File: config.mk
export PLATFORM = sky130hd
export DESIGN_NAME = fp_mul_rr_sched
export DESIGN_NICKNAME = d
export VERILOG_FILES = /design/src/rtl/fp_mul_rr_sched.sv
export SDC_FILE = /design/constraint.sdc
export NUM_CORES = 1
export LEC_CHECK = 0
export CAP_MARGIN = 20
export CORE_AREA = 2 2 200 202
export CTS_CLUSTER_DIAMETER = 150
export DETAILED_ROUTE_END_ITERATION = 10
export DIE_AREA = 0 0 202 204
export HOLD_SLACK_MARGIN = 0.12
export SYNTH_ARGS = -nofsm -noshare
export SYNTH_HDL_FRONTEND = slang
export SYNTH_SLANG_ARGS = --single-unit
File: constraint.sdc
create_clock -name clk -period 7.3 [get_ports clk]
set_input_delay 1.095 -clock clk [delete_from_list [all_inputs] [get_ports clk]]
set_output_delay 1.095 -clock clk [all_outputs]
set_load 0.01 [all_outputs]
File: src/rtl/fp_mul_rr_sched.sv
// Round-robin scheduler that time-shares one combinational fp multiplier among NREQ requesters.
// Operands are registered into a single issue stage; the product is captured one cycle later into a per-requester slot.
module fp_mul_rr_sched #(
    parameter int NREQ = 4,
    parameter int CNTW = 16
) (
    input  logic                 clk,
    input  logic                 rst,
    input  logic [NREQ-1:0]      req_valid,
    output logic [NREQ-1:0]      req_ready,
    input  logic [32*NREQ-1:0]   req_a,
    input  logic [32*NREQ-1:0]   req_b,
    output logic [31:0]          mul_a,
    output logic [31:0]          mul_b,
    input  logic [31:0]          mul_y,
    output logic [NREQ-1:0]      rsp_valid,
    input  logic [NREQ-1:0]      rsp_ready,
    output logic [32*NREQ-1:0]   rsp_y,
    output logic [CNTW-1:0]      op_count
);

    localparam int PW = (NREQ > 1) ? $clog2(NREQ) : 1;

    logic [PW-1:0]              ptr_q, ptr_d;
    logic [PW-1:0]              tag_q, tag_d;
    logic                       stg_vld_q, stg_vld_d;
    logic [31:0]                mul_a_q, mul_a_d;
    logic [31:0]                mul_b_q, mul_b_d;
    logic [NREQ-1:0]            rsp_valid_q, rsp_valid_d;
    logic [NREQ-1:0][31:0]      rsp_y_q, rsp_y_d;
    logic [CNTW-1:0]            cnt_q, cnt_d;

    logic [NREQ-1:0]            pend_s;
    logic [NREQ-1:0]            elig_s;
    logic [NREQ-1:0]            grant_s;
    logic [PW-1:0]              gnt_idx_s;
    logic                       gnt_any_s;
    logic [PW-1:0]              idx_s;

    // One outstanding op per requester: blocked while in the issue stage or while its slot is unread.
    always_comb begin
        pend_s = '0;
        for (int i = 0; i < NREQ; i++) begin
            pend_s[i] = (stg_vld_q && (int'(tag_q) == i)) || rsp_valid_q[i];
        end
        elig_s = req_valid & ~pend_s;
    end

    // Scan from the pointer and take the first eligible requester.
    always_comb begin
        grant_s   = '0;
        gnt_idx_s = '0;
        gnt_any_s = 1'b0;
        idx_s     = '0;
        for (int k = 0; k < NREQ; k++) begin
            idx_s = PW'((int'(ptr_q) + k) % NREQ);
            if (!gnt_any_s && elig_s[idx_s]) begin
                gnt_any_s        = 1'b1;
                gnt_idx_s        = idx_s;
                grant_s[idx_s]   = 1'b1;
            end else begin
                gnt_any_s        = gnt_any_s;
            end
        end
    end

    // Next-state: slot release, product capture, then issue of the new grant.
    always_comb begin
        ptr_d       = ptr_q;
        tag_d       = tag_q;
        stg_vld_d   = 1'b0;
        mul_a_d     = mul_a_q;
        mul_b_d     = mul_b_q;
        rsp_valid_d = rsp_valid_q;
        rsp_y_d     = rsp_y_q;
        cnt_d       = cnt_q;

        for (int i = 0; i < NREQ; i++) begin
            if (rsp_valid_q[i] && rsp_ready[i]) begin
                rsp_valid_d[i] = 1'b0;
            end else begin
                rsp_valid_d[i] = rsp_valid_q[i];
            end
        end

        // Capture and release never hit the same slot: pend keeps a full slot from being issued.
        if (stg_vld_q) begin
            rsp_valid_d[tag_q] = 1'b1;
            rsp_y_d[tag_q]     = mul_y;
        end else begin
            rsp_y_d            = rsp_y_q;
        end

        // Operands hold on idle cycles so the multiplier inputs do not toggle.
        if (gnt_any_s) begin
            mul_a_d   = req_a[int'(gnt_idx_s)*32 +: 32];
            mul_b_d   = req_b[int'(gnt_idx_s)*32 +: 32];
            tag_d     = gnt_idx_s;
            stg_vld_d = 1'b1;
            cnt_d     = cnt_q + {{(CNTW-1){1'b0}}, 1'b1};
            if (int'(gnt_idx_s) == NREQ - 1) begin
                ptr_d = '0;
            end else begin
                ptr_d = gnt_idx_s + {{(PW-1){1'b0}}, 1'b1};
            end
        end else begin
            stg_vld_d = 1'b0;
        end
    end

    // State registers; reset discards any in-flight operation.
    always_ff @(posedge clk or posedge rst) begin
        if (rst) begin
            ptr_q       <= '0;
            tag_q       <= '0;
            stg_vld_q   <= 1'b0;
            mul_a_q     <= 32'h0000_0000;
            mul_b_q     <= 32'h0000_0000;
            rsp_valid_q <= '0;
            rsp_y_q     <= '0;
            cnt_q       <= '0;
        end else begin
            ptr_q       <= ptr_d;
            tag_q       <= tag_d;
            stg_vld_q   <= stg_vld_d;
            mul_a_q     <= mul_a_d;
            mul_b_q     <= mul_b_d;
            rsp_valid_q <= rsp_valid_d;
            rsp_y_q     <= rsp_y_d;
            cnt_q       <= cnt_d;
        end
    end

    assign req_ready = grant_s;
    assign mul_a     = mul_a_q;
    assign mul_b     = mul_b_q;
    assign rsp_valid = rsp_valid_q;
    assign rsp_y     = rsp_y_q;
    assign op_count  = cnt_q;

endmodule

==> impl_metrics.json, run 1 <==
{
  "status": "finished, final reports clean",
  "vdd_drop_max_mv": 0.4533,
  "max-cap-violations": 0,
  "ys_seq_area_share_pct": 49.96,
  "synth-seq-cells": 217,
  "wl_per_cell_um": 21.47,
  "antenna_found_initial": 0,
  "cts.reportedPaths.clkPinSlew_ps": 60,
  "syn_avg_cell_area_um2": 12.30,
  "n_antenna_cell": 0,
  "grt_use_total_pct": 19.18,
  "gp_congestion": 0.7811,
  "cts_setup_buffers": 0,
  "synthCells": 884,
  "final.setup.tns_ps": 0,
  "dp_hpwl_um": 29740,
  "muxShareOfSynthArea_pct": 27.28,
  "drv_slew": 0,
  "drt_iter0_drc": 348,
  "rsz0062_at_grt": "false",
  "setup_viol": 0,
  "pin_count": 514,
  "synth_top_family_by_area": "multiplexers",
  "area_growth_pct": 60.63,
  "worst_setup_path_start_kind": "register",
  "wirelength_um": 41130,
  "synth_xor_area_share_pct": 1.289,
  "synth_area_leaders": "dfrtp_1 50%, mux2_2 13%, mux2i_1 8.0%",
  "finalNetCount": 1675,
  "cts_buffers": 26,
  "ys.flop_type": "dfrtp_1",
  "overflow": 0,
  "powerDensity_mw_per_mm2": 554.0,
  "rows": 73,
  "htree_levels": 1,
  "ant_nets": 0,
  "die_y_um": 204,
  "synth_top_area_share_pct": 49.96,
  "die_x_um": 202,
  "slew_headroom_pct": 28.59,
  "grt_first_pass_wirelength_um": 61590,
  "hold_path.class": "reg -> reg",
  "port_buffers": 513,
  "cts_tree": "done",
  "cts_buffer_depth": 3,
  "synth_area_mm2": 0.01087,
  "fillCellCount": 3649,
  "power_w": 0.009672,
  "fin_crit_sh_pct": 72.06,
  "fin_crit_ps": 5261,
  "worst_ep_required_time_ps": 6200,
  "root_buffer": "clkbuf_16",
  "fmax_mhz": 190.1,
  "yosysWarnings": 0,
  "synth-compound-area-share_pct": 12.82,
  "via_count": 9484,
  "hold_viol": 0,
  "synth_fa_ha_area_share_pct": 0.6907,
  "coreArea_mm2": 0.03918,
  "cp.arrival_ps": 4170,
  "clock-sinks": 217,
  "first_global_vias": 9925,
  "ctsResizeCount": 0,
  "multi_input_area_mm2": 0.005147,
  "drive_gt1_share_pct": 15.24,
  "rrSetupSlack_ps": 2380,
  "crit_type": "reg -> out",
  "cp-end-kind": "output port",
  "async_flop_share_pct": 100.0,
  "p_leak_nw": 7.072,
  "synth_fp_nets": 1188,
  "ys_top_cells_by_count": "217 x dfrtp_1, 129 x mux2_2, 87 x mux2i_1, 69 x a221oi_1, 65 x nand2_1",
  "grt_max_degree": 100,
  "yosysUniqueCellTypes": 39,
  "tightest_slew_ps": 1071,
  "drt_first_pass_iters": 4,
  "dieArea_mm2": 0.04121,
  "drc": 0,
  "synth-simple-area-share_pct": 4.846,
  "netlist.top_cell.by_area": "dfrtp_1",
  "cts_hold_buf": 0,
  "yosysMostFrequentCell": "dfrtp_1",
  "clock_latency_ps": 560,
  "synth_enable_flop_cells": 0,
  "cp_max_fo": 19,
  "start_util_pct": 27.74,
  "final-seq-area_mm2": 0.005431,
  "routed_via_density": 4.950,
  "finClkSkew_ps": 9.773
}
-- worst max-delay path, stage by stage (launching register included) --
cell and delay [ps]:
dfrtp_1 420, or3b_2 740, buf_4 340, and3_1 260
mux4_2 530, nor3_1 450, nand2_1 120, o21ai_0 110
clkdlybuf4s50_1 630
-- metrics by stage --
stage                     utilization, %  setup WS, ps  hold WS (ps)  area (um2)  std cells
after global routing               44.56          1785         491.2       17460       1916
after floorplan                        -         269.0         497.2       10870        884
after global placement             42.22          1956         459.0       16540       1868
after CTS                          44.56          1940         473.7       17460       1916
after detailed placement           42.22          1882         461.9       16540       1868
final                              44.56          2039         467.6       17460       1916
-- cell families after synthesis --
family                     Yosys count
muxes                              266
and+or+nand+nor                    122
buffers and inverters               81
DFF                                217
adders and majority gates            6
AOI/OAI and AO/OA                  176
xor gates and xnor gates            16
-- final timing paths --
check                           cells after the start           end         start
worst min register to register                      1  op_count[15]  op_count[15]
min in group asynchronous                           2     rsp_y[56]           rst
worst min-delay path                                1  op_count[15]  op_count[15]
worst max register to register                     11     mul_b[28]     stg_vld_q
max in group asynchronous                           3     rsp_y[61]           rst
worst max-delay path                                8  req_ready[2]      tag_q[0]
-- cell type report --
class | count | share of cell area [%]
tap | 525 | 3.762
inverter | 10 | 0.2580
timing repair buffer | 530 | 30.14
multi-input combinational | 586 | 29.48
sequential | 217 | 31.11
clock buffer | 37 | 4.422
clock inverter | 11 | 0.8241
-- metal layers --
metal  vias to the layer above  part of all wire, %  GRT usage [%]
li1                       4328                    -              -
met1                      4726                   40          23.06
met2                       378                   50          33.48
met3                        52                  8.2          5.772
met4                         0                  2.3          4.832
met5                         -                    0              0
-- power by group --
| group | total (W) | internal [W] | switching (W) |
|---|---|---|---|
| clock | 0.00137 | 0.000812 | 0.000554 |
| combinational | 0.00610 | 0.00306 | 0.00303 |
| sequential | 0.00221 | 0.00186 | 0.000350 |
-- placed cells by master, fill, tap and decap left out, types with 4 or more instances in the layout --
cell type          n
clkdlybuf4s50_1  513
dfrtp_1          216
mux2_2           129
mux2i_1           86
a221oi_1          69
nand2_1           65
a21oi_1           44
mux2_1            43
a221o_1           43
nor2_1            27
clkbuf_16         26
buf_4             17
xnor2_1           14
o21ai_0           10
clkbuf_8           8
mux4_2             7
inv_1              6
nand3_1            6
ha_1               6
nand4_1            4
clkinvlp_4         4
-- sequential cells by signal, indices dropped and copies added, names as in the netlist --
register / flops
rsp_y: 128
mul_a: 32
mul_b: 32
op_count: 16
rsp_valid: 4
ptr_q: 2
tag_q: 2
stg_vld_q: 1
Power figures use the tool's default switching activity.
==> run 2, diff against run 1 <==
- clock period: 7.3 -> 4.3 ns (I/O delays scaled with it)
==> impl_metrics.json, run 2 (same netlist as run 1, synthesis figures left out) <==
{
  "slew_headroom_pct": 36.89,
  "grt_max_degree": 91,
  "powerDensity_mw_per_mm2": 946.8,
  "port_buffers": 513,
  "fillCellCount": 3582,
  "pin_count": 514,
  "die_y_um": 204,
  "die_x_um": 202,
  "fin_crit_ps": 4160,
  "routed_via_density": 4.929,
  "grt_use_total_pct": 18.68,
  "vdd_drop_max_mv": 0.9388,
  "cts_tree": "done",
  "drv_slew": 0,
  "crit_type": "reg -> out",
  "grt_first_pass_wirelength_um": 60190,
  "power_w": 0.01675,
  "status": "finished, final reports clean",
  "wl_per_cell_um": 20.86,
  "via_count": 9499,
  "overflow": 0,
  "most-common-layout-cells": "513 x clkdlybuf4s50_1, 216 x dfrtp_1, 129 x mux2_2",
  "tightest_slew_ps": 946.6,
  "worst_ep_required_time_ps": 3650,
  "cts_hold_buf": 0,
  "coreArea_mm2": 0.03918,
  "final.setup.tns_ps": 0,
  "rows": 73,
  "dieArea_mm2": 0.04121,
  "first_global_vias": 9729,
  "finClkSkew_ps": 35.70,
  "start_util_pct": 27.74,
  "ant_nets": 0,
  "drt_first_pass_iters": 5,
  "gp_congestion": 0.7734,
  "hold_viol": 0,
  "antenna_found_initial": 1,
  "cp-end-kind": "output port",
  "rsz0062_at_grt": "false",
  "p_leak_nw": 7.186,
  "cts_buffer_depth": 3,
  "cp.arrival_ps": 3510,
  "cts_buffers": 28,
  "worst_setup_path_start_kind": "register",
  "fmax_mhz": 240.4,
  "hold_path.class": "in -> async",
  "max-cap-violations": 0,
  "drive_gt1_share_pct": 15.86,
  "layout_commonest_cell": "clkdlybuf4s50_1",
  "dp_hpwl_um": 28830,
  "root_buffer": "clkbuf_16",
  "wirelength_um": 40210,
  "area_growth_pct": 62.75,
  "finalNetCount": 1686,
  "cp_max_fo": 5,
  "largest_reg_flops": 128,
  "fin_crit_sh_pct": 96.73,
  "htree_levels": 1,
  "cts.reportedPaths.clkPinSlew_ps": 60,
  "drt_iter0_drc": 407,
  "clock-sinks": 217,
  "drc": 0,
  "setup_viol": 0,
  "clock_latency_ps": 580
}
==> run 2: layout make-up <==
type                    count  area, um2  area share, %
flip-flops and latches    217       5431          30.70
repair buffers            539       5405          30.56
multi-input cells         586       5155          29.14
clock buffers              34      743.2          4.201
well taps                 525      656.9          3.713
clock inverters            14      251.5          1.422
inverters                  10      41.29         0.2334
diodes                      2      5.005        0.02829
==> run 2: metal layers <==
layer	wire, um	vias to the layer above	track usage, %
li1	-	4361	-
met1	15890	4702	22.67
met2	19810	387	31.60
met3	3391	49	6.011
met4	1110	0	5.672
met5	0	-	0
==> run 2: path summary, 6_finish.rpt <==
path                       slack (ps)    startpoint            to  cells after the start
max                               140      tag_q[0]  req_ready[2]                      8
min                               320           rst     rsp_y[63]                      2
max reg2reg                       940      tag_q[0]     mul_a[11]                      9
min reg2reg                       490  op_count[15]  op_count[15]                      1
max in group asynchronous        3060           rst     mul_b[26]                      4
min in group clk                  490  op_count[15]  op_count[15]                      1
==> run 2: timing repair <==
item,4_1_cts,5_1_grt
resized for setup,2,1
setup endpoints to repair,1,4
setup buffers,0,1
==> run 2: power breakdown <==
group | total [W] | switching (W) | internal (W)
Sequential | 0.00374 | 0.000584 | 0.00316
Combinational | 0.0105 | 0.00515 | 0.00533
Clock | 0.00252 | 0.000937 | 0.00159
==> run 2: per-stage QoR <==
stage | setup WS, ps | hold WS [ps] | instances | util (%) | instance area (um2)
4_1_cts | 43.23 | 499.7 | 1923 | 45.06 | 17650
5_1_grt | 11.18 | 304.5 | 1926 | 45.14 | 17690
3_5_place_dp | 57.05 | 487.0 | 1875 | 42.50 | 16650
2_1_floorplan | 828.9 | 497.2 | 884 | - | 10870
3_3_place_gp | 125.4 | 461.8 | 1875 | 42.50 | 16650
6_report | 140.4 | 319.4 | 1927 | 45.14 | 17690
==> run 2: worst max-delay path, stage by stage, from the launching register on <==
cell and delay [ps]:
dfrtp_1 410, or3b_2 500, and3_1 240, mux4_2 540
nor3_2 320, nand2_1 90, o21ai_1 140, buf_4 150
clkdlybuf4s50_1 560
==> RTL change 1 (flow settings as in run 2) <==
`CNTW`: 16 -> 15.
--- a/src/rtl/fp_mul_rr_sched.sv
+++ b/src/rtl/fp_mul_rr_sched.sv
@@ -2,7 +2,7 @@
 // Operands are registered into a single issue stage; the product is captured one cycle later into a per-requester slot.
 module fp_mul_rr_sched #(
     parameter int NREQ = 4,
-    parameter int CNTW = 16
+    parameter int CNTW = 15
 ) (
     input  logic                 clk,
     input  logic                 rst,
Interface: changed (resized op_count); port bits go from 514 to 513. The function was not compared with the original's and may differ.
==> RTL change 1 against run 2 <==
- worst setup slack better by 0.038 ns
- clock skew is 0.017 ns lower
- fmax increased by 0.93%
- sequential cell count fell by 1
- routed wire length decreased by 2.1%
- via count down 6.7%
- sequential share of layout area up 0.48 points
- core utilization shrank 0.90 points
- synthesized area is 3.2% lower
- final cell count is 0.52% lower
- cell area fell by 2.0%
- combinational power shrank 5%
- power fell by 3.9%
- largest power group unchanged
==> RTL change 1: results (changes against run 2) <==
number of global-route vias before repair 9154 (-5.9%); slew of the pin with the lowest slew margin 0.8157 ns (-0.1309 ns); data arrival time of the worst path 3.48 ns (-0.03 ns); Pre-Repair DR Iteration Count 4 (-1); worst hold path class flop to flop; Total GRT Usage 18.35% (-0.33 points); largest net degree at the start of global routing 82 (-9.9%); total wire length 39.34 mm (-2.1%); worst r2r path cells 8 (-1); latest clock arrival within the worst-skew pair 0.55 ns (-0.03 ns); worst vdd ir 0.6427 mV (-32%); FF-to-FF Start tag_q[1]; placed cell count 1869 (-0.32%); Worst Setup EP req_ready[0]; top post-synthesis cells by count dfrtp_1 (216), mux2i_1 (130), nand2_1 (115); CP peak stage delay 0.59 ns (+0.03 ns); crit path max fanout 12 (+7); slowest CP cell and3b_1; most area-consuming cells after synthesis dfrtp_1 (51%), mux2i_1 (12%), mux2_2 (10%); initial antenna violation count 3 (+2); wire length on met3 2.975 mm (-12%); fillcell total 3644 (+1.7%); placer congestion estimate 0.8258 (+6.8%); mux share of post-synthesis cell area 23.29% (-4.0 points); Total Nets Final 1675 (-0.65%); post-synthesis xor/xnor area fraction 1.166% (-0.12 points); I/O Buffers 512 (-0.19%); first-pass GRT wire length 58.56 mm (-2.7%); Avg Vias per Cell 4.624 (-6.2%); Syn Inst Count 855 (-3.3%); outcome completed
==> RTL change 1: what timing repair did <==
item                                    in CTS  in global routing
resized for setup                            0                  1
endpoints found under the setup margin       0                  4
setup buffers                                0                  0
==> RTL change 1: final cells by class <==
class,instances,area (sq um),share of cell area [%]
antenna,1,2.502,0.01443
clock buffer,31,709.4,4.092
clock inverter,16,206.4,1.191
inverter,13,52.55,0.3031
multi-input combinational,568,4790,27.63
sequential,216,5406,31.19
tap,525,656.9,3.789
timing repair buffer,547,5513,31.80
==> RTL change 1: how the worst min path moves through the flow <==
stage                            start            to  slack [ns]  cells after the start
after floorplan           op_count[14]  op_count[14]        0.51                      1
after CTS                    rsp_y[49]     rsp_y[49]        0.48                      2
final                        rsp_y[62]     rsp_y[62]        0.47                      2
after global routing         rsp_y[39]     rsp_y[39]        0.49                      2
after detailed placement     rsp_y[38]     rsp_y[38]        0.46                      2
after global placement       rsp_y[34]     rsp_y[34]        0.46                      2
==> RTL change 1: power by group <==
| part | total [uW] | internal [uW] | switching (uW) | leakage [uW] |
|---|---|---|---|---|
| registers | 3740 | 3130 | 617 | 0.00255 |
| logic | 10000 | 5150 | 4860 | 0.00440 |
| clock network | 2340 | 1420 | 925 | 0.000434 |
==> RTL change 1: cells by family (layout without fill, tap and decap cells) <==
| group | Yosys count | in the layout |
|---|---|---|
| multiplexers | 230 | 230 |
| AND/OR/NAND/NOR | 222 | 222 |
| flip-flops | 216 | 216 |
| AO/OA/AOI/OAI | 97 | 97 |
| buffers and inverters | 71 | 607 |
| XOR/XNOR | 14 | 14 |
| adder cells (fa/ha/maj) | 5 | 5 |
| other | 0 | 1 |
==> RTL change 1: routing by layer <==
layer  vias up  track usage, %
li1       4122               -
met5         -               0
met1      4339           23.32
met2       345           30.33
met3        56           5.517
met4         2           4.989
==> RTL change 2 (flow settings as in run 2) <==
Without the edit above. Reset style: synchronous (`rst`), changed in one clocked block.
--- a/src/rtl/fp_mul_rr_sched.sv
+++ b/src/rtl/fp_mul_rr_sched.sv
@@ -109,7 +109,7 @@
     end
 
     // State registers; reset discards any in-flight operation.
-    always_ff @(posedge clk or posedge rst) begin
+    always_ff @(posedge clk) begin
         if (rst) begin
             ptr_q       <= '0;
             tag_q       <= '0;
Behaviour: differs if rst is asserted again (counterexample within 4 cycles, from zero or initial values and one cycle with rst high); with rst held inactive, the same outputs for 4 cycles.
==> RTL change 2 against run 2 <==
- sequential cell count unchanged
- worst setup slack improved by 0.057 ns
- synthesized area rose by 11%
- power shrank 28%
- critical endpoint unchanged
- routed wire length is 30% higher
- cell area grew 5.0%
- global-route usage grew 5.5 points
- largest power group unchanged
==> RTL change 2: results (changes against run 2) <==
Crit path max-delay family simple AND/OR/NAND/NOR gates; post-synth cell types 64 (+64%); largest net degree at the start of global routing 86 (-5.5%); R2R Path End ptr_q[0]; top post-synthesis cells by count nand2_1 (337), dfxtp_1 (217), a21oi_1 (145); first-pass GRT wire length 77.51 mm (+29%); Synth async-reset ratio 0% (-100 points); Total GRT Usage 24.15% (+5.5 points); worst vdd ir 0.3795 mV (-60%); worst hold path class flop to flop; data arrival time of the worst path 3.46 ns (-0.05 ns); Most used DFF post-synth dfxtp_1; initial antenna violation count 22 (+21); routed len/inst 22.09 um (+5.9%); outcome completed; placer congestion estimate 0.8483 (+9.7%); Via Count 12713 (+34%); fillcell total 3714 (+3.7%); crit path max fanout 13 (+8); Pre-Repair DR Iteration Count 10 (+5); Total Nets Final 2119 (+26%); sequential area share after synthesis 36.16% (-14 points); slew of the pin with the lowest slew margin 1.089 ns (+0.1425 ns); Mapped Nets 1653 (+39%); static leakage 0.006398 uW (-11%); share of layout cells above drive strength 1 15.67% (-0.19 points); Fin Hold WS 0.4513 ns (+0.1319 ns); FF-to-FF Start tag_q[0]; Worst Skew 0.01237 ns (-0.02332 ns); r2r setup slk 0.70 ns (-0.24 ns); DRT iter0 DRCs 794 (+95%); TritonCTS Buffers 27 (-3.6%)
RTL change 2: cell count changes in the layout (fill, tap and decap cells not counted), sizes merged, moves of 13 or more:
cell / run 2 / this run
a21oi: 44 / 147
a221o: 43 / 2
a222oi: 0 / 64
diode: 2 / 18
dfrtp: 217 / 0
mux2: 172 / 128
o22a: 0 / 64
buf: 26 / 52
o211ai: 1 / 129
a221oi: 69 / 2
mux2i: 87 / 0
dfxtp: 0 / 217
nand2: 65 / 338
xnor2: 15 / 2
RTL change 2: repair_timing:
item	4_1_cts	5_1_grt
cloned	0	0
pin swaps	0	1
setup endpoints to repair	4	4
setup buffers	0	1
gates resized for setup	1	6
RTL change 2: worst max path at each step:
stage,from,slack (ns),to,cells past startpoint
global placement,req_valid[2],0.31,req_ready[3],9
floorplan,ptr_q[0],1.14,req_ready[0],10
global route,ptr_q[0],0.01,req_ready[2],10
CTS,ptr_q[0],0.11,req_ready[0],10
finish,ptr_q[0],0.20,req_ready[2],10
detailed placement,req_valid[2],0.24,ptr_q[0],10
RTL change 2: per-layer routing:
layer	part of all wire, %	GRT usage [%]	up-vias
li1	-	-	5987
met1	39	27.20	6113
met2	48	41.10	504
met4	3.8	10.82	8
met5	0.11	0	-
met3	9.5	8.514	101
RTL change 2: area by class of cell:
cell class                      count  area, sq um  area share (%)
Inverter                            5        23.77          0.1280
Timing Repair Buffer              564         5583           30.05
Multi-Input combinational cell   1000         7036           37.87
Antenna cell                       18        45.04          0.2424
Clock buffer                       37        783.3           4.216
Clock inverter                      9        103.9          0.5590
Tap cell                          525        656.9           3.536
Sequential cell                   217         4348           23.40
RTL change 2: power by group:
part | leakage, uW | internal, uW | switching (uW)
Sequential | 0.00177 | 2440 | 267
Clock | 0.000435 | 1380 | 938
Combinational | 0.00419 | 3350 | 3730
RTL change 2: per-stage QoR:
| step | setup slack (ns) | cell area (sq um) | total power, uW | instances |
|---|---|---|---|---|
| finish | 0.1979 | 18580 | 12120 | 2375 |
| global route | 0.01423 | 18580 | 12810 | 2374 |
| CTS | 0.1088 | 18500 | 12200 | 2356 |
| detailed placement | 0.2401 | 17610 | 9828 | 2310 |
| global placement | 0.3140 | 17610 | 9713 | 2310 |
| floorplan | 1.138 | 12010 | 7394 | 1349 |
RTL change 2: kinds of logic after synthesis:
kind of cell               Yosys count  share of synthesized area [%]
DFF                                217                          36.16
adders and majority gates            6                         0.6249
AOI/OAI and AO/OA                  441                          29.29
and+or+nand+nor                    411                          14.56
xor gates and xnor gates            11                         0.8021
muxes                              131                          12.56
buffers and inverters              132                          5.999
